<file path="config.mk">
export PLATFORM = sky130hd
export DESIGN_NAME = decode_67b_64b_flat
export DESIGN_NICKNAME = d
export VERILOG_FILES = /design/src/rtl/decode_67b_64b_if.sv /design/src/rtl/decode_67b_64b.sv /design/src/flat_wrapper.sv
export SDC_FILE = /design/constraint.sdc
export NUM_CORES = 1
export LEC_CHECK = 0
export BUFFER_PORTS_ARGS = -buffer_cell sky130_fd_sc_hd__clkbuf_2
export CORE_UTILIZATION = 50
export CTS_BUF_LIST = sky130_fd_sc_hd__clkbuf_2 sky130_fd_sc_hd__clkbuf_4 sky130_fd_sc_hd__clkbuf_8
export DETAILED_ROUTE_END_ITERATION = 8
export PLACE_DENSITY = 0.79
export SKIP_CTS_REPAIR_TIMING = 1
export SKIP_LAST_GASP = 1
export SLEW_MARGIN = 10
export SYNTH_ARGS = -nofsm -noshare
export SYNTH_HDL_FRONTEND = slang
export SYNTH_SLANG_ARGS = --single-unit
</file>
<file path="constraint.sdc">
create_clock -name USER_CLK -period 2.5 [get_ports USER_CLK]
set_input_delay 0.75 -clock USER_CLK [delete_from_list [all_inputs] [get_ports USER_CLK]]
set_output_delay 0.75 -clock USER_CLK [all_outputs]
set_load 0.01 [all_outputs]
</file>
<file path="src/rtl/decode_67b_64b_if.sv">
// Word-level bus between the RX gearbox side and the 64B/67B decoder.
// The decoder uses the slave modport. The gearbox or a bench uses the master modport.
interface decode_67b_64b_if;
    logic [66:0] DATA_IN;
    logic        DATA_IN_VALID;
    logic        PASSTHROUGH;
    logic [63:0] DATA_OUT;
    logic [1:0]  HEADER_OUT;
    logic        DATA_OUT_VALID;
    logic        BLOCK_LOCK;
    logic        SLIP;
    logic        HEADER_ERR;

    modport master (
        output DATA_IN, DATA_IN_VALID, PASSTHROUGH,
        input  DATA_OUT, HEADER_OUT, DATA_OUT_VALID, BLOCK_LOCK, SLIP, HEADER_ERR
    );

    modport slave (
        input  DATA_IN, DATA_IN_VALID, PASSTHROUGH,
        output DATA_OUT, HEADER_OUT, DATA_OUT_VALID, BLOCK_LOCK, SLIP, HEADER_ERR
    );
endinterface

</file>
<file path="src/rtl/decode_67b_64b.sv">
// 64B/67B receive decoder: strips the inversion bit, restores payload and sync header,
// and runs the block-lock FSM (hunt, slip hold-off, locked with error-window monitoring).
module decode_67b_64b #(
    parameter int LOCK_COUNT = 64,
    parameter int ERR_WINDOW = 64,
    parameter int ERR_LIMIT  = 16,
    parameter int SLIP_WAIT  = 32
) (
    input  logic                 USER_CLK,
    input  logic                 SYSTEM_RESET,
    decode_67b_64b_if.slave      bus
);
    localparam int SH_W = $clog2(LOCK_COUNT + 1);
    localparam int WT_W = $clog2(SLIP_WAIT + 1);
    localparam int WN_W = $clog2(ERR_WINDOW + 1);
    localparam int ER_W = $clog2(ERR_LIMIT + 1);

    typedef enum logic [1:0] {
        HUNT      = 2'd0,
        SLIP_HOLD = 2'd1,
        LOCKED    = 2'd2
    } state_e;

    state_e           state_q, state_d;
    logic [SH_W-1:0]  sh_cnt_q, sh_cnt_d;
    logic [WT_W-1:0]  wait_cnt_q, wait_cnt_d;
    logic [WN_W-1:0]  win_cnt_q, win_cnt_d;
    logic [ER_W-1:0]  err_cnt_q, err_cnt_d;
    logic [63:0]      data_out_q, data_out_d;
    logic [1:0]       header_out_q, header_out_d;
    logic             data_out_valid_q, data_out_valid_d;
    logic             block_lock_q, block_lock_d;
    logic             slip_q, slip_d;
    logic             header_err_q, header_err_d;

    logic             hdr_ok_s;
    logic [SH_W-1:0]  sh_inc_s;
    logic [WT_W-1:0]  wait_inc_s;
    logic [WN_W-1:0]  win_inc_s;
    logic [ER_W-1:0]  err_inc_s;

    assign hdr_ok_s   = (bus.DATA_IN[65:64] == 2'b01) || (bus.DATA_IN[65:64] == 2'b10);
    assign sh_inc_s   = sh_cnt_q + SH_W'(1);
    assign wait_inc_s = wait_cnt_q + WT_W'(1);
    assign win_inc_s  = win_cnt_q + WN_W'(1);
    assign err_inc_s  = hdr_ok_s ? err_cnt_q : err_cnt_q + ER_W'(1);

    // Next-state, counter and output computation for decode and block lock.
    always_comb begin
        state_d          = state_q;
        sh_cnt_d         = sh_cnt_q;
        wait_cnt_d       = wait_cnt_q;
        win_cnt_d        = win_cnt_q;
        err_cnt_d        = err_cnt_q;
        data_out_d       = data_out_q;
        header_out_d     = header_out_q;
        data_out_valid_d = 1'b0;
        slip_d           = 1'b0;
        header_err_d     = 1'b0;

        if (bus.PASSTHROUGH) begin
            state_d          = HUNT;
            sh_cnt_d         = '0;
            wait_cnt_d       = '0;
            win_cnt_d        = '0;
            err_cnt_d        = '0;
            data_out_valid_d = bus.DATA_IN_VALID;
            if (bus.DATA_IN_VALID) begin
                data_out_d   = bus.DATA_IN[63:0];
                header_out_d = bus.DATA_IN[65:64];
            end else begin
                data_out_d   = data_out_q;
            end
        end else begin
            if (bus.DATA_IN_VALID) begin
                data_out_d       = bus.DATA_IN[66] ? ~bus.DATA_IN[63:0] : bus.DATA_IN[63:0];
                header_out_d     = bus.DATA_IN[65:64];
                header_err_d     = ~hdr_ok_s;
                data_out_valid_d = (state_q == LOCKED);
            end else begin
                data_out_d       = data_out_q;
            end

            case (state_q)
                HUNT: begin
                    if (bus.DATA_IN_VALID && hdr_ok_s) begin
                        if (sh_inc_s == SH_W'(LOCK_COUNT)) begin
                            state_d  = LOCKED;
                            sh_cnt_d = '0;
                        end else begin
                            sh_cnt_d = sh_inc_s;
                        end
                    end else if (bus.DATA_IN_VALID) begin
                        slip_d     = 1'b1;
                        sh_cnt_d   = '0;
                        wait_cnt_d = '0;
                        state_d    = SLIP_HOLD;
                    end else begin
                        sh_cnt_d   = sh_cnt_q;
                    end
                end
                // Hold-off counts every clock, valid or not, so the gearbox can settle.
                SLIP_HOLD: begin
                    if (wait_inc_s == WT_W'(SLIP_WAIT)) begin
                        wait_cnt_d = '0;
                        state_d    = HUNT;
                    end else begin
                        wait_cnt_d = wait_inc_s;
                    end
                end
                LOCKED: begin
                    if (bus.DATA_IN_VALID) begin
                        if (err_inc_s == ER_W'(ERR_LIMIT)) begin
                            state_d   = HUNT;
                            sh_cnt_d  = '0;
                            win_cnt_d = '0;
                            err_cnt_d = '0;
                        end else if (win_inc_s == WN_W'(ERR_WINDOW)) begin
                            win_cnt_d = '0;
                            err_cnt_d = '0;
                        end else begin
                            win_cnt_d = win_inc_s;
                            err_cnt_d = err_inc_s;
                        end
                    end else begin
                        win_cnt_d = win_cnt_q;
                    end
                end
                default: begin
                    state_d    = HUNT;
                    sh_cnt_d   = '0;
                    wait_cnt_d = '0;
                    win_cnt_d  = '0;
                    err_cnt_d  = '0;
                end
            endcase
        end

        block_lock_d = (state_d == LOCKED);
    end

    // State, counter and output registers with synchronous reset.
    always_ff @(posedge USER_CLK) begin
        if (SYSTEM_RESET) begin
            state_q          <= HUNT;
            sh_cnt_q         <= '0;
            wait_cnt_q       <= '0;
            win_cnt_q        <= '0;
            err_cnt_q        <= '0;
            data_out_q       <= 64'h0;
            header_out_q     <= 2'b00;
            data_out_valid_q <= 1'b0;
            block_lock_q     <= 1'b0;
            slip_q           <= 1'b0;
            header_err_q     <= 1'b0;
        end else begin
            state_q          <= state_d;
            sh_cnt_q         <= sh_cnt_d;
            wait_cnt_q       <= wait_cnt_d;
            win_cnt_q        <= win_cnt_d;
            err_cnt_q        <= err_cnt_d;
            data_out_q       <= data_out_d;
            header_out_q     <= header_out_d;
            data_out_valid_q <= data_out_valid_d;
            block_lock_q     <= block_lock_d;
            slip_q           <= slip_d;
            header_err_q     <= header_err_d;
        end
    end

    assign bus.DATA_OUT       = data_out_q;
    assign bus.HEADER_OUT     = header_out_q;
    assign bus.DATA_OUT_VALID = data_out_valid_q;
    assign bus.BLOCK_LOCK     = block_lock_q;
    assign bus.SLIP           = slip_q;
    assign bus.HEADER_ERR     = header_err_q;
endmodule
</file>
<file path="src/flat_wrapper.sv">
// flat-port wrapper written by rule: the top's interface ports become plain ports
module decode_67b_64b_flat 
#(
    parameter int LOCK_COUNT = 64,
    parameter int ERR_WINDOW = 64,
    parameter int ERR_LIMIT  = 16,
    parameter int SLIP_WAIT  = 32
)
  (USER_CLK, SYSTEM_RESET, bus_DATA_IN, bus_DATA_IN_VALID, bus_PASSTHROUGH, bus_DATA_OUT, bus_HEADER_OUT, bus_DATA_OUT_VALID, bus_BLOCK_LOCK, bus_SLIP, bus_HEADER_ERR);
  decode_67b_64b_if bus_i ();
  input  logic USER_CLK;
  input  logic SYSTEM_RESET;
  input wire logic [$bits(bus_i.DATA_IN)-1:0] bus_DATA_IN;
  input wire logic [$bits(bus_i.DATA_IN_VALID)-1:0] bus_DATA_IN_VALID;
  input wire logic [$bits(bus_i.PASSTHROUGH)-1:0] bus_PASSTHROUGH;
  output wire logic [$bits(bus_i.DATA_OUT)-1:0] bus_DATA_OUT;
  output wire logic [$bits(bus_i.HEADER_OUT)-1:0] bus_HEADER_OUT;
  output wire logic [$bits(bus_i.DATA_OUT_VALID)-1:0] bus_DATA_OUT_VALID;
  output wire logic [$bits(bus_i.BLOCK_LOCK)-1:0] bus_BLOCK_LOCK;
  output wire logic [$bits(bus_i.SLIP)-1:0] bus_SLIP;
  output wire logic [$bits(bus_i.HEADER_ERR)-1:0] bus_HEADER_ERR;
  assign bus_i.DATA_IN = bus_DATA_IN;
  assign bus_i.DATA_IN_VALID = bus_DATA_IN_VALID;
  assign bus_i.PASSTHROUGH = bus_PASSTHROUGH;
  assign bus_DATA_OUT = bus_i.DATA_OUT;
  assign bus_HEADER_OUT = bus_i.HEADER_OUT;
  assign bus_DATA_OUT_VALID = bus_i.DATA_OUT_VALID;
  assign bus_BLOCK_LOCK = bus_i.BLOCK_LOCK;
  assign bus_SLIP = bus_i.SLIP;
  assign bus_HEADER_ERR = bus_i.HEADER_ERR;
  decode_67b_64b #(.LOCK_COUNT(LOCK_COUNT), .ERR_WINDOW(ERR_WINDOW), .ERR_LIMIT(ERR_LIMIT), .SLIP_WAIT(SLIP_WAIT)) u_core (.USER_CLK(USER_CLK), .SYSTEM_RESET(SYSTEM_RESET), .bus(bus_i));
endmodule
</file>
# After elaboration in Yosys (flattened, before gate mapping)
# Cells that the tools add are included.
op_classes:
  mux: 34
  addsub: 4
  bitwise: 7
  n_eq_ne: 14
  n_reduce_logical: 10
op_table:
  columns: ["operator", "n"]
  rows:
  - ["two-way mux 64 bit", 4]
  - ["inverter 64 bit", 1]
  - ["two-way mux 7 bit", 8]
  - ["one-hot mux 7 bit (3 select lines)", 1]
  - ["two-way mux 5 bit", 4]
  - ["two-way mux 6 bit", 3]
  - ["one-hot mux 6 bit (3 select lines)", 1]
  - ["adder 7 x 1 -> 7 bit (second input constant)", 2]
  - ["equality test 7 bit (second input constant)", 2]
  - ["two-way mux 2 bit", 7]
  - ["one-hot mux 7 bit (2 select lines)", 1]
  - ["one-hot mux 5 bit (2 select lines)", 1]
  - ["!= test 2 bit (second input constant)", 4]
  - ["adder 6 x 1 -> 6 bit (second input constant)", 1]
  - ["equality test 2 bit (second input constant)", 3]
  - ["equality test 6 bit (second input constant)", 1]
  - ["inverter 1 bit", 6]
  - ["one-hot mux 2 bit (3 select lines)", 1]
  - ["adder 5 x 1 -> 5 bit (second input constant)", 1]
  - ["equality test 5 bit (second input constant)", 1]
  - ["equality test 2 x 1 -> 1 bit (second input constant)", 2]
  - ["AND reduction 4 bit", 1]
  - ["OR reduction 2 bit", 2]
  - ["OR reduction 4 bit", 1]
  - ["other kinds (8)", 10]
totals:
  input_bits: 71
  word_cells: 80
  ff_bits: 97
  output_inout_bits: 70

# Logic depth before layout (Yosys ltp)
# Gate-level depths: netlist of run 1.
logic_depth:
  word_depth: 9
  ltp_mapped: 8
  ltp_nobuf: 7

# Worst setup path after synthesis of run 1
# Ideal clock, no wire load.
synth_timing:
  path_kind: "in2reg"
  from: "in bus_DATA_IN[64]"
  to: "reg u_core.sh_cnt_q[1]"
  required_time_ps: 2368
  stages: 7
  t_arrival_ps: 2123
  n_path_buf: 1
  setup_ps: 132
  slack_ps: 245
  cell_sequence: "xnor2_1 -> or4_1 -> a211oi_2 -> a21oi_2 -> buf_6 -> o21ai_0 -> a21oi_1"
synth_between:
  elab_chain_len: 6
  elab_cells_between_ends: 11
  classes_between: "eq/ne: 5; mux: 3; reduce/logical: 3"
synth_rtl:
  columns: ["item", "line", "rtl"]
  rows:
  - ["start, declared", "flat_wrapper.sv:13", "input wire logic [$bits(bus_i.DATA_IN)-1:0] bus_DATA_IN;"]
  - ["equality test 2 x 1 -> 1 bit or equality test 2 bit (tied branches)", "decode_67b_64b.sv:42", "assign hdr_ok_s = (bus.DATA_IN[65:64] == 2'b01) || (bus.DATA_IN[65:64] == 2'b10);"]
  - ["logical OR 1 bit (*)", "decode_67b_64b.sv:42", null]
  - ["two-way mux 5 bit", "decode_67b_64b.sv:46", "assign err_inc_s = hdr_ok_s ? err_cnt_q : err_cnt_q + ER_W'(1);"]
  - ["equality test 5 bit", "decode_67b_64b.sv:113", "if (err_inc_s == ER_W'(ERR_LIMIT)) begin"]
  - ["!= test 2 bit (no source line)", null, null]
  - ["AND reduction 4 bit (no source line)", null, null]
  - ["end signal, assigned", "decode_67b_64b.sv:158", "sh_cnt_q <= sh_cnt_d;"]
  - ["end, declared", "decode_67b_64b.sv:25", "logic [SH_W-1:0] sh_cnt_q, sh_cnt_d;"]
# Mark *: on every way between the ends. The rest lies on a longest branch, timed or not.
# A chain may end at the register's enable or synchronous reset.

# Worst setup path in the final report of run 1
layout_timing:
  from: "in bus_DATA_IN[65]"
  to: "reg u_core.err_cnt_q[1]"
layout_between:
  elab_chain_len: 7
  elab_cells_between_ends: 9
  classes_between: "eq/ne: 3; mux: 5; reduce/logical: 1"
layout_rtl:
  columns: ["item", "line", "rtl"]
  rows:
  - ["equality test 2 x 1 -> 1 bit or equality test 2 bit (tied branches)", "decode_67b_64b.sv:42", null]
  - ["logical OR 1 bit (*)", "decode_67b_64b.sv:42", null]
  - ["two-way mux 5 bit (*)", "decode_67b_64b.sv:46", null]
  - ["equality test 5 bit or two-way mux 5 bit (tied branches)", "decode_67b_64b.sv:113, decode_67b_64b.sv:118", null]
  - ["two-way mux 5 bit (*)", "decode_67b_64b.sv:113", null]
  - ["two-way mux 5 bit (*)", "decode_67b_64b.sv:112", "if (bus.DATA_IN_VALID) begin"]
  - ["one-hot mux 5 bit (2 select lines) (*)", "decode_67b_64b.sv:84", "case (state_q)"]
  - ["end signal, assigned", "decode_67b_64b.sv:161", "err_cnt_q <= err_cnt_d;"]
  - ["end, declared", "decode_67b_64b.sv:28", "logic [ER_W-1:0] err_cnt_q, err_cnt_d;"]
# Mark *: on every way between the ends. The rest lies on a longest branch, timed or not. The select of a mux whose other input is x is not followed.

==> results.md, run 1 <==
- Worst rel slew slack: 53.81%
- Detailed Routing Iterations Pass 1: 4
- Crit path max fanout: 9
- Internal: 2.288 mW
- Detail Route Antenna Nets: 0
- Antenna violations before repair: 0
- Yosys warns: 0
- Tot GR Track Use: 22.43%
- Hold slack: 0.4814 ns
- Synth area leader: dfxtp_1
- Sw Pwr: 0.9283 mW
- CP max-delay cell: a211oi_2
- M3 GR Usage: 7.504%
- Total core area: 8678 sq um
- Worst reg2reg path endpoint: u_core.err_cnt_q[1]
- Commonest cells after routing, fill and taps aside: 139 x clkbuf_2, 97 x dfxtp_1, 81 x nor2_1, 67 x xnor2_1, 66 x a211oi_1
- Syn nets: 580
- Die area: 9259 sq um
- Chip height: 96.23 um
- Sinks on Clock Net: 97
- Worst R2R Start: u_core.err_cnt_q[2]
- Hold path endpoint: u_core.win_cnt_q[1]
- WL per Instance: 13.82 um
- Grt peak-use layer: met2
- Routed wire length: 10270 um
- Max_cap viols: 0
- Critical path launch point type: primary input
- Gate power share: 16.3%
- Worst-margin pin slew: 0.6929 ns
- Clock share of power: 31.5%
- Site row count: 34
- Vias in the first global route: 3611
- Clock skew: 0.01033 ns
- Netlist Area Pre-Place: 4439 sq um
- # port buffers: 140
- Switching Share: 28.86%
- Final setup violating endpoints: 0
- Synth Area per Inst: 8.791 sq um
- Worst Path Arrival: 2.53 ns
- Root buffer cell: clkbuf_8
- Tmin final: 2.234 ns
- Routability-driven placement congestion ratio: 0.8108
- N_diodes: 0
- Initial core utilization: 51.15%
- Syn Inst Count: 505
- Pwr/cell area: 591.6 nW/um^2
- Grt ovf: 0
- Number of DRC violations after detailed routing: 0
- Leak: 2.187 nW
- Ranking of synthesized cells by area: dfxtp_1 44%, xnor2_1 13%, a211oi_1 11%
- Critical Path Max Stage Delay: 0.51 ns
- Top cell type's share of synthesized area: 43.74%
- RSZ-0062 raised after global routing: no
- Reg2reg path depth: 7
- Layout cell share with drive strength beyond 1: 28.35%
- Critical Path RT: 2.79 ns
- Final Max Tran Viols: 0
- Ports: 141
- Final period utilization: 89.35%
- Chip Width: 96.23 um
- Clock buffer count from CTS: 9
- Vias: 4019
- Crit Path Category: in -> reg
- Seq pwr share: 52.3%
- Max Freq: 0.4477 GHz
- Sum Neg Setup Slack: 0 ns
- Commonest non-fill, non-tap cell in the layout: clkbuf_2
- # nets final: 705
- CP Capture Type: register
- FFs w/ async S/R, synth: 0%
- Most frequent CP cell: a211oi_2
- Crit path cell chain: clkbuf_2 > xnor2_1 > or4_1 > a211oi_2 > buf_4 > a211oi_2 > nand3_1 > o22ai_1
- CTS Buffer Depth: 2
- First-pass GRT wire length: 16350 um
- CTS tree: done
- Area Overhead vs Synth: 22.46%
- Post-synth top flop: dfxtp_1
- Status: finished, final reports clean
- Hpwl dp: 7253 um
- Initial DRC count: 173
- Worst-path clk slew: 0.10 ns
- Hold path startpoint: u_core.win_cnt_q[1]
- Type of the worst min-delay path: reg -> reg
- Largest net degree at the start of global routing: 101
- Seq/Total Area, Yosys: 43.74%
- Distinct cell type count after synthesis: 46
- H-tree depth: 3
- Number of synthesized register bits: 97
- Met2 usage: 38.06%
- Vias per inst: 5.409
- Met1 Track Usage GR: 26.12%
- Final Hold Vio Count: 0
- Worst-Skew Late Latency: 0.36 ns
- Worst reg2reg setup slack: 0.34 ns
- Post-synth EDFFs: 0
- Worst hold path cell count: 2
- Peak supply drop: 0.3502 mV
[power by group through the flow]
stage | Clock, mW | Sequential, mW | Combinational, mW
floorplan | 0 | 1.75 | 0.274
global placement | 0 | 1.71 | 0.512
detailed placement | 0 | 1.72 | 0.527
CTS | 1.02 | 1.68 | 0.527
global route | 1.09 | 1.69 | 0.578
finish | 1.01 | 1.68 | 0.523
[state kept, by name, indices dropped and copies added (netlist names)]
register / flops
u_core.win_cnt_q: 7
u_core.wait_cnt_q: 6
u_core.bus.SLIP: 1
u_core.sh_cnt_q: 7
u_core.err_cnt_q: 5
u_core.bus.HEADER_ERR: 1
u_core.state_q: 2
u_core.bus.DATA_OUT_VALID: 1
u_core.bus.BLOCK_LOCK: 1
u_core.bus.HEADER_OUT: 2
u_core.bus.DATA_OUT: 64
[area by class of cell]
cell class / count / area (sq um)
fill: 757 / 3242
multi-input combinational: 367 / 2332
sequential: 97 / 1942
timing repair buffer: 153 / 825.8
clock buffer: 10 / 137.6
tap: 108 / 135.1
clock inverter: 6 / 56.30
inverter: 2 / 7.507
[Yosys cell counts, types with 2 or more instances]
master	n
a211oi_1	66
a211oi_2	2
a21oi_1	18
a311oi_1	4
a31oi_1	9
and3_1	5
buf_1	2
buf_2	9
clkbuf_1	27
dfxtp_1	97
ha_1	4
inv_1	2
mux2i_1	4
nand2_1	30
nand2b_1	8
nand3_1	17
nand3b_1	2
nand4b_1	2
nor2_1	81
nor2b_1	2
nor3_1	5
nor4_1	2
nor4b_1	2
o21a_1	4
o21ai_0	8
o22ai_1	2
or2_2	3
or3_1	3
or4b_2	2
xnor2_1	67
[per-layer routing]
layer  up-vias  share of wire, %
met4         0               1.2
met5         -                 0
met1      1840                44
li1       2027                 -
met2       136                47
met3        16               8.1
[worst max-delay path, delay by kind of cell]
family / cells / cell delay [ns]
buffers and inverters: 2 / 0.27
and+or+nand+nor: 2 / 0.35
AOI/OAI and AO/OA: 3 / 0.80
xor gates and xnor gates: 1 / 0.36
[cells by family after synthesis]
group                      after synthesis  share of synthesized area [%]
buffers and inverters                   41                          3.890
and+or+nand+nor                        169                          17.47
muxes                                    4                         0.9020
AOI/OAI and AO/OA                      122                          19.45
xor gates and xnor gates                68                          13.42
DFF                                     97                          43.74
adders and majority gates                4                          1.127
[stage by stage]
step                power, mW  instances  worst slack (ns)  instance area [sq um]  util (%)
floorplan               2.025        505            0.2446                   4439         -
global placement        2.225        727           0.01667                   5243     60.41
detailed placement      2.242        727          -0.06716                   5243     60.41
CTS                     3.232        743            0.3205                   5436     62.64
global route            3.363        743            0.1482                   5436     62.64
finish                  3.216        743            0.2662                   5436     62.64
[worst max-delay path by stage]
| stage | start | slack [ns] | cells after the start | to |
|---|---|---|---|---|
| global placement | bus_DATA_IN[65] | 0.02 | 8 | u_core.sh_cnt_q[1] |
| CTS | bus_DATA_IN[65] | 0.32 | 8 | u_core.err_cnt_q[1] |
| floorplan | bus_DATA_IN[64] | 0.24 | 7 | u_core.sh_cnt_q[1] |
| global route | bus_DATA_IN[65] | 0.15 | 8 | u_core.bus.BLOCK_LOCK |
| finish | bus_DATA_IN[65] | 0.27 | 8 | u_core.err_cnt_q[1] |
| detailed placement | bus_DATA_IN[65] | -0.07 | 7 | u_core.sh_cnt_q[4] |
(Power assumes the default switching activity.)
==> run 2, diff against run 1 <==
--- a/config.mk
+++ b/config.mk
@@ -10,6 +10,7 @@
 export CTS_BUF_LIST = sky130_fd_sc_hd__clkbuf_2 sky130_fd_sc_hd__clkbuf_4 sky130_fd_sc_hd__clkbuf_8
 export DETAILED_ROUTE_END_ITERATION = 8
 export PLACE_DENSITY = 0.79
+export SETUP_SLACK_MARGIN = 0.3
 export SKIP_CTS_REPAIR_TIMING = 1
 export SKIP_LAST_GASP = 1
 export SLEW_MARGIN = 10
==> constraint.sdc (replaced) <==
create_clock -name USER_CLK -period 2.5 [get_ports USER_CLK]
set_input_delay 0.75 -clock USER_CLK [delete_from_list [all_inputs] [get_ports USER_CLK]]
set_output_delay 0.75 -clock USER_CLK [all_outputs]
set_load 0.05 [all_outputs]
==> run 2 against run 1 <==
First-iteration DRC count shrank 12%. Clock-buffer cell count fell by 1. Design area rose by 2.9%. Power is 15% higher. Worst setup slack better by 0.031 ns. Die area unchanged. Critical path type unchanged. Largest cell class unchanged. Largest power group unchanged.
==> results.md, run 2 (same netlist as run 1, synthesis figures left out) <==
- Commonest non-fill, non-tap cell in the layout: clkbuf_2
- Crit path max fanout: 6 (-3)
- RSZ-0062 raised after global routing: no
- Crit path cell chain: clkbuf_2 > xnor2_2 > or4_4 > a211oi_4 > a21oi_4 > a221oi_1 > a211oi_1
- Final Max Tran Viols: 0 (unchanged)
- Worst Path Arrival: 2.41 ns (-0.12 ns)
- Filler instances: 747 (-1.3%)
- Crit Path Category: in -> reg
- CTS tree: done
- Antenna violations before repair: 0 (unchanged)
- Number of DRC violations after detailed routing: 0 (unchanged)
- Hold slack: 0.4855 ns (+0.004102 ns)
- Worst setup path endpoint: u_core.bus.BLOCK_LOCK
- Worst-path clk slew: 0.10 ns (about the same)
- Max Freq: 0.4539 GHz (+1.4%)
- CTS Buffer Depth: 2 (unchanged)
- Routed wire length: 10270 um (about the same)
- WP buf/inv: 1 (-1)
- Peak supply drop: 0.3621 mV (+3.4%)
- Worst R2R Start: u_core.err_cnt_q[0]
- Crit path from: bus_DATA_IN[65]
- Clock skew: 0.01283 ns (+0.002494 ns)
- Multi-input logic area: 2387 sq um (+2.4%)
- H-tree depth: 3 (unchanged)
- Worst reg2reg path endpoint: u_core.bus.BLOCK_LOCK
- First-pass GRT wire length: 16130 um (-1.3%)
- Crit path max-delay family: compound AO/OA/AOI/OAI gates
- Leak: 2.257 nW (+3.2%)
- Final setup violating endpoints: 0 (unchanged)
- Layout cell share with drive strength beyond 1: 29.73% (+1.4 points)
- Worst-margin pin slew: 0.7031 ns (+0.01016 ns)
- Largest net degree at the start of global routing: 69 (-32%)
- Total core area: 8678 sq um (unchanged)
- Pwr Total: 3.685 mW (+15%)
- Vias: 4013 (-0.15%)
- Critical Path Max Stage Delay: 0.45 ns (-0.06 ns)
- Hpwl dp: 7295 um (+0.58%)
- Final period utilization: 88.13% (-1.2 points)
- Reg2reg path depth: 7 (unchanged)
- Worst hold path cell count: 2 (unchanged)
- Tot GR Track Use: 22.05% (-0.38 points)
- Vias per inst: 5.372 (-0.68%)
- Worst-Skew Late Latency: 0.35 ns (about the same)
- Tmin final: 2.203 ns (-0.03055 ns)
- Max_cap viols: 0 (unchanged)
- Cell Area, Placed: 5298 sq um (+1.1%)
- Pwr/cell area: 658.7 nW/um^2 (+11%)
- Placed insts: 731 (+0.55%)
- Worst rel slew slack: 53.13% (-0.68 points)
- Post-place setup slack: -0.05000 ns (+0.01716 ns)
- Initial DRC count: 152 (-12%)
- Grt ovf: 0 (unchanged)
- Register Area: 1942 sq um (unchanged)
- Max reg flops: 64 (unchanged)
- Root buffer cell: clkbuf_8
- Sum Neg Setup Slack: 0 ns (unchanged)
- Type of the worst min-delay path: reg -> reg
- Vias in the first global route: 3654 (+1.2%)
- Chip Width: 96.23 um (unchanged)
- Non-Filler Instances: 747 (+0.54%)
- Final design utilization: 64.46% (+1.8 points)
- CP Capture Type: register
- Initial core utilization: 51.15% (unchanged)
- Critical path launch point type: primary input
- Sinks on Clock Net: 97 (unchanged)
- Worst setup margin: 0.2968 ns (+0.03055 ns)
- Area Overhead vs Synth: 26.01%
- Routability-driven placement congestion ratio: 0.7804 (-3.7%)
- # nets final: 709 (+0.57%)
- Final Hold Vio Count: 0 (unchanged)
- WL per Instance: 13.74 um (-0.57%)
- Detail Route Antenna Nets: 0 (unchanged)
- Status: finished, final reports clean
- Ports: 141 (unchanged)
- Worst reg2reg setup slack: 0.45 ns (+0.11 ns)
- # port buffers: 140 (unchanged)
- Fin area: 5594 sq um (+2.9%)
- Detailed Routing Iterations Pass 1: 4 (unchanged)
- CP max-delay cell: or4_4
- Critical Path RT: 2.71 ns (-0.08 ns)
- Commonest cells after routing, fill and taps aside: 139 x clkbuf_2, 97 x dfxtp_1, 80 x nor2_1, 66 x a211oi_1, 65 x xnor2_1
- Die area: 9259 sq um (unchanged)
- Clock buffer count from CTS: 9 (unchanged)
- Site row count: 34 (unchanged)
- Chip height: 96.23 um (unchanged)
- CP Depth: 7 (-1)
- N_diodes: 0 (unchanged)
## run 2: per-layer routing
layer  up-vias  share of wire, %  track usage (%)
met5         -                 0                0
met4         0               1.7            6.592
met3        16               7.4            8.215
met2       125                49            37.77
met1      1839                42            25.47
li1       2033                 -                -
## run 2: how the worst min path moves through the flow
stage,start,end,slack [ns]
after floorplan,u_core.err_cnt_q[4],u_core.err_cnt_q[4],0.44
after global placement,u_core.win_cnt_q[1],u_core.win_cnt_q[1],0.46
after detailed placement,u_core.err_cnt_q[4],u_core.err_cnt_q[4],0.47
after CTS,u_core.err_cnt_q[4],u_core.err_cnt_q[4],0.49
after global routing,u_core.bus.DATA_OUT[24],u_core.bus.DATA_OUT[24],0.51
final,u_core.win_cnt_q[1],u_core.win_cnt_q[1],0.49
## run 2: final cells by class
| cell class | count | area share [%] |
|---|---|---|
| sequential | 97 | 34.71 |
| inverter | 2 | 0.1342 |
| clock inverter | 7 | 2.102 |
| timing repair buffer | 157 | 15.75 |
| clock buffer | 9 | 2.214 |
| multi-input combinational | 367 | 42.67 |
| tap | 108 | 2.416 |
## run 2: worst min-delay path: cells and delay by family, from the launching register on
kind,cells,cell delay (ns)
AOI/OAI and AO/OA,1,0.05
DFF,1,0.34
and+or+nand+nor,1,0.06
## run 2: power breakdown
part | internal [mW] | switching (mW) | total (mW) | leakage, nW
clock | 0.667 | 0.545 | 1.21 | 0.124
sequential | 1.63 | 0.0490 | 1.68 | 0.799
combinational | 0.251 | 0.541 | 0.791 | 1.33
==> run 3, diff against run 2 <==
--- a/config.mk
+++ b/config.mk
@@ -9,6 +9,7 @@
 export CORE_UTILIZATION = 50
 export CTS_BUF_LIST = sky130_fd_sc_hd__clkbuf_2 sky130_fd_sc_hd__clkbuf_4 sky130_fd_sc_hd__clkbuf_8
 export DETAILED_ROUTE_END_ITERATION = 8
+export GPL_TIMING_DRIVEN = 0
 export PLACE_DENSITY = 0.79
 export SETUP_SLACK_MARGIN = 0.3
 export SKIP_CTS_REPAIR_TIMING = 1
==> run 3 against run 2 <==
The run now ends with DRC left. Critical path depth increased by 1. Die area unchanged. Sequential cell count did not move. Clock power fell by 12%. Sequential share of layout area shrank 0.29 points. Fmax increased by 0.58%. Clock-buffer cell count increased by 1. First-iteration DRC count is 18% higher. Utilization grew 0.55 points. Critical path type unchanged.
==> results.md, run 3 (same netlist as run 1, synthesis figures left out) <==
- Final Hold Vio Count: 0 (unchanged)
- WL per Instance: 14.83 um (+7.9%)
- Layout cell share with drive strength beyond 1: 28.27% (-1.5 points)
- Register Area: 1942 sq um (unchanged)
- Vias per inst: 5.453 (+1.5%)
- Initial core utilization: 51.15% (unchanged)
- Type of the worst min-delay path: reg -> reg
- Antenna violations before repair: 0 (unchanged)
- Largest net degree at the start of global routing: 18 (-74%)
- Max_cap viols: 0 (unchanged)
- Final setup violating endpoints: 0 (unchanged)
- Worst reg2reg path endpoint: u_core.err_cnt_q[0]
- Critical path launch point type: primary input
- First-pass GRT wire length: 17160 um (+6.4%)
- Number of DRC violations after detailed routing: 1 (+1)
- Post-place setup slack: -0.2176 ns (-0.1676 ns)
- Critical Path RT: 2.76 ns (+0.05 ns)
- Routability-driven placement congestion ratio: 0.8191 (+5.0%)
- Ports: 141 (unchanged)
- Chip height: 96.23 um (unchanged)
- Vias in the first global route: 3754 (+2.7%)
- Chip Width: 96.23 um (unchanged)
- Worst hold path cell count: 2 (unchanged)
- Status: complete, but fails checks
- Final design utilization: 65.01% (+0.55 points)
- Tmin final: 2.190 ns (-0.01277 ns)
- Site row count: 34 (unchanged)
- Non-Filler Instances: 773 (+3.5%)
- Crit Path Category: in -> reg
- Final Max Tran Viols: 0 (unchanged)
- Worst Path Arrival: 2.45 ns (+0.04 ns)
- # port buffers: 139 (-0.71%)
- Clock skew: 0.01088 ns (-0.001949 ns)
- Max reg flops: 64 (unchanged)
- Cell Area, Placed: 5270 sq um (-0.52%)
- Detailed Routing Iterations Pass 1: 6 (+2)
- Worst R2R Start: u_core.err_cnt_q[2]
- Clock buffer count from CTS: 9 (unchanged)
- Hpwl dp: 8323 um (+14%)
- Grt ovf: 0 (unchanged)
- Pwr/cell area: 632.9 nW/um^2 (-3.9%)
- RSZ-0062 raised after global routing: yes
- Placed insts: 752 (+2.9%)
- CTS tree: done
- Fin area: 5642 sq um (+0.85%)
- Crit path cell chain: buf_12 > xnor2_4 > or4_4 > a211oi_4 > buf_4 > a211oi_4 > a21oi_2 > o22ai_1
- Pwr Total: 3.571 mW (-3.1%)
- Most frequent CP cell: a211oi_4
- Hold path startpoint: u_core.bus.DATA_OUT[10]
- # nets final: 735 (+3.7%)
- Reg2reg path depth: 8 (+1)
- Final period utilization: 87.62% (-0.51 points)
- Detail Route Antenna Nets: 0 (unchanged)
- Crit path max fanout: 9 (+3)
- CTS Buffer Depth: 2 (unchanged)
- Root buffer cell: clkbuf_8
- CP max-delay cell: or4_4
- Commonest cells after routing, fill and taps aside: 137 x clkbuf_2, 97 x dfxtp_1, 80 x nor2_1, 66 x a211oi_1, 65 x xnor2_1
- Area Overhead vs Synth: 27.09%
- Critical Path Max Stage Delay: 0.54 ns (+0.09 ns)
- Sinks on Clock Net: 97 (unchanged)
- CP Capture Type: register
- Filler instances: 731 (-2.1%)
- Initial DRC count: 180 (+18%)
- Total core area: 8678 sq um (unchanged)
- Worst-path clk slew: 0.10 ns (about the same)
- Max Freq: 0.4565 GHz (+0.58%)
- Leak: 2.256 nW (about the same)
- Tot GR Track Use: 24.02% (+2.0 points)
- Routed wire length: 11460 um (+12%)
- WP buf/inv: 2 (+1)
- Hold path endpoint: u_core.bus.DATA_OUT[10]
- Failing checks: DRC
- Worst-margin pin slew: 0.6064 ns (-0.09666 ns)
- Vias: 4215 (+5.0%)
- N_diodes: 0 (unchanged)
- Commonest non-fill, non-tap cell in the layout: clkbuf_2
- Worst setup margin: 0.3095 ns (+0.01277 ns)
- Worst rel slew slack: 59.30% (+6.2 points)
- Multi-input logic area: 2414 sq um (+1.1%)
- Crit path max-delay family: compound AO/OA/AOI/OAI gates
- H-tree depth: 3 (unchanged)
- Die area: 9259 sq um (unchanged)
- Peak supply drop: 0.3751 mV (+3.6%)
- Worst reg2reg setup slack: 0.33 ns (-0.12 ns)
- Worst-Skew Late Latency: 0.36 ns (about the same)
## run 3: worst min-delay path, cell delays in order (launching register included)
cell	delay, ns
dfxtp_1	0.32
nor2_1	0.08
a211oi_1	0.05
## run 3: layout make-up
cell class / instances / area share [%]
inverter: 2 / 0.1331
buffer: 39 / 2.927
sequential: 97 / 34.42
tap: 108 / 2.395
clock inverter: 6 / 1.286
clock buffer: 10 / 2.440
timing repair buffer: 144 / 13.62
multi-input combinational: 367 / 42.78
## run 3: through the flow
step | setup TNS (ns) | hold WS, ns
after floorplan | 0 | 0.4444
after global placement | -1.000 | 0.4499
after detailed placement | -2.071 | 0.4606
after CTS | 0 | 0.4739
after global routing | 0 | 0.5063
final | 0 | 0.4901
## run 3: layer usage
metal	global-route usage [%]	part of all wire [%]	vias to the layer above
met2	40.60	50	133
met5	0	0	-
met1	27.95	41	1966
met3	6.951	6.9	24
li1	-	-	2092
met4	11.07	2.1	0
## run 3: power breakdown
group | leakage (nW) | switching [mW] | internal (mW)
Sequential | 0.799 | 0.0483 | 1.63
Clock | 0.103 | 0.573 | 0.501
Combinational | 1.35 | 0.560 | 0.256
Total | 2.26 | 1.18 | 2.39
## run 3: worst max-delay path by stage
stage	from	endpoint	slack, ns	cells past startpoint
finish	bus_DATA_IN[64]	u_core.err_cnt_q[0]	0.31	8
detailed placement	bus_DATA_IN[65]	u_core.err_cnt_q[1]	-0.22	7
floorplan	bus_DATA_IN[64]	u_core.sh_cnt_q[1]	0.29	7
global placement	bus_DATA_IN[65]	u_core.err_cnt_q[0]	-0.15	7
global route	u_core.err_cnt_q[2]	u_core.err_cnt_q[0]	0.23	8
CTS	bus_DATA_IN[65]	u_core.err_cnt_q[1]	0.16	7
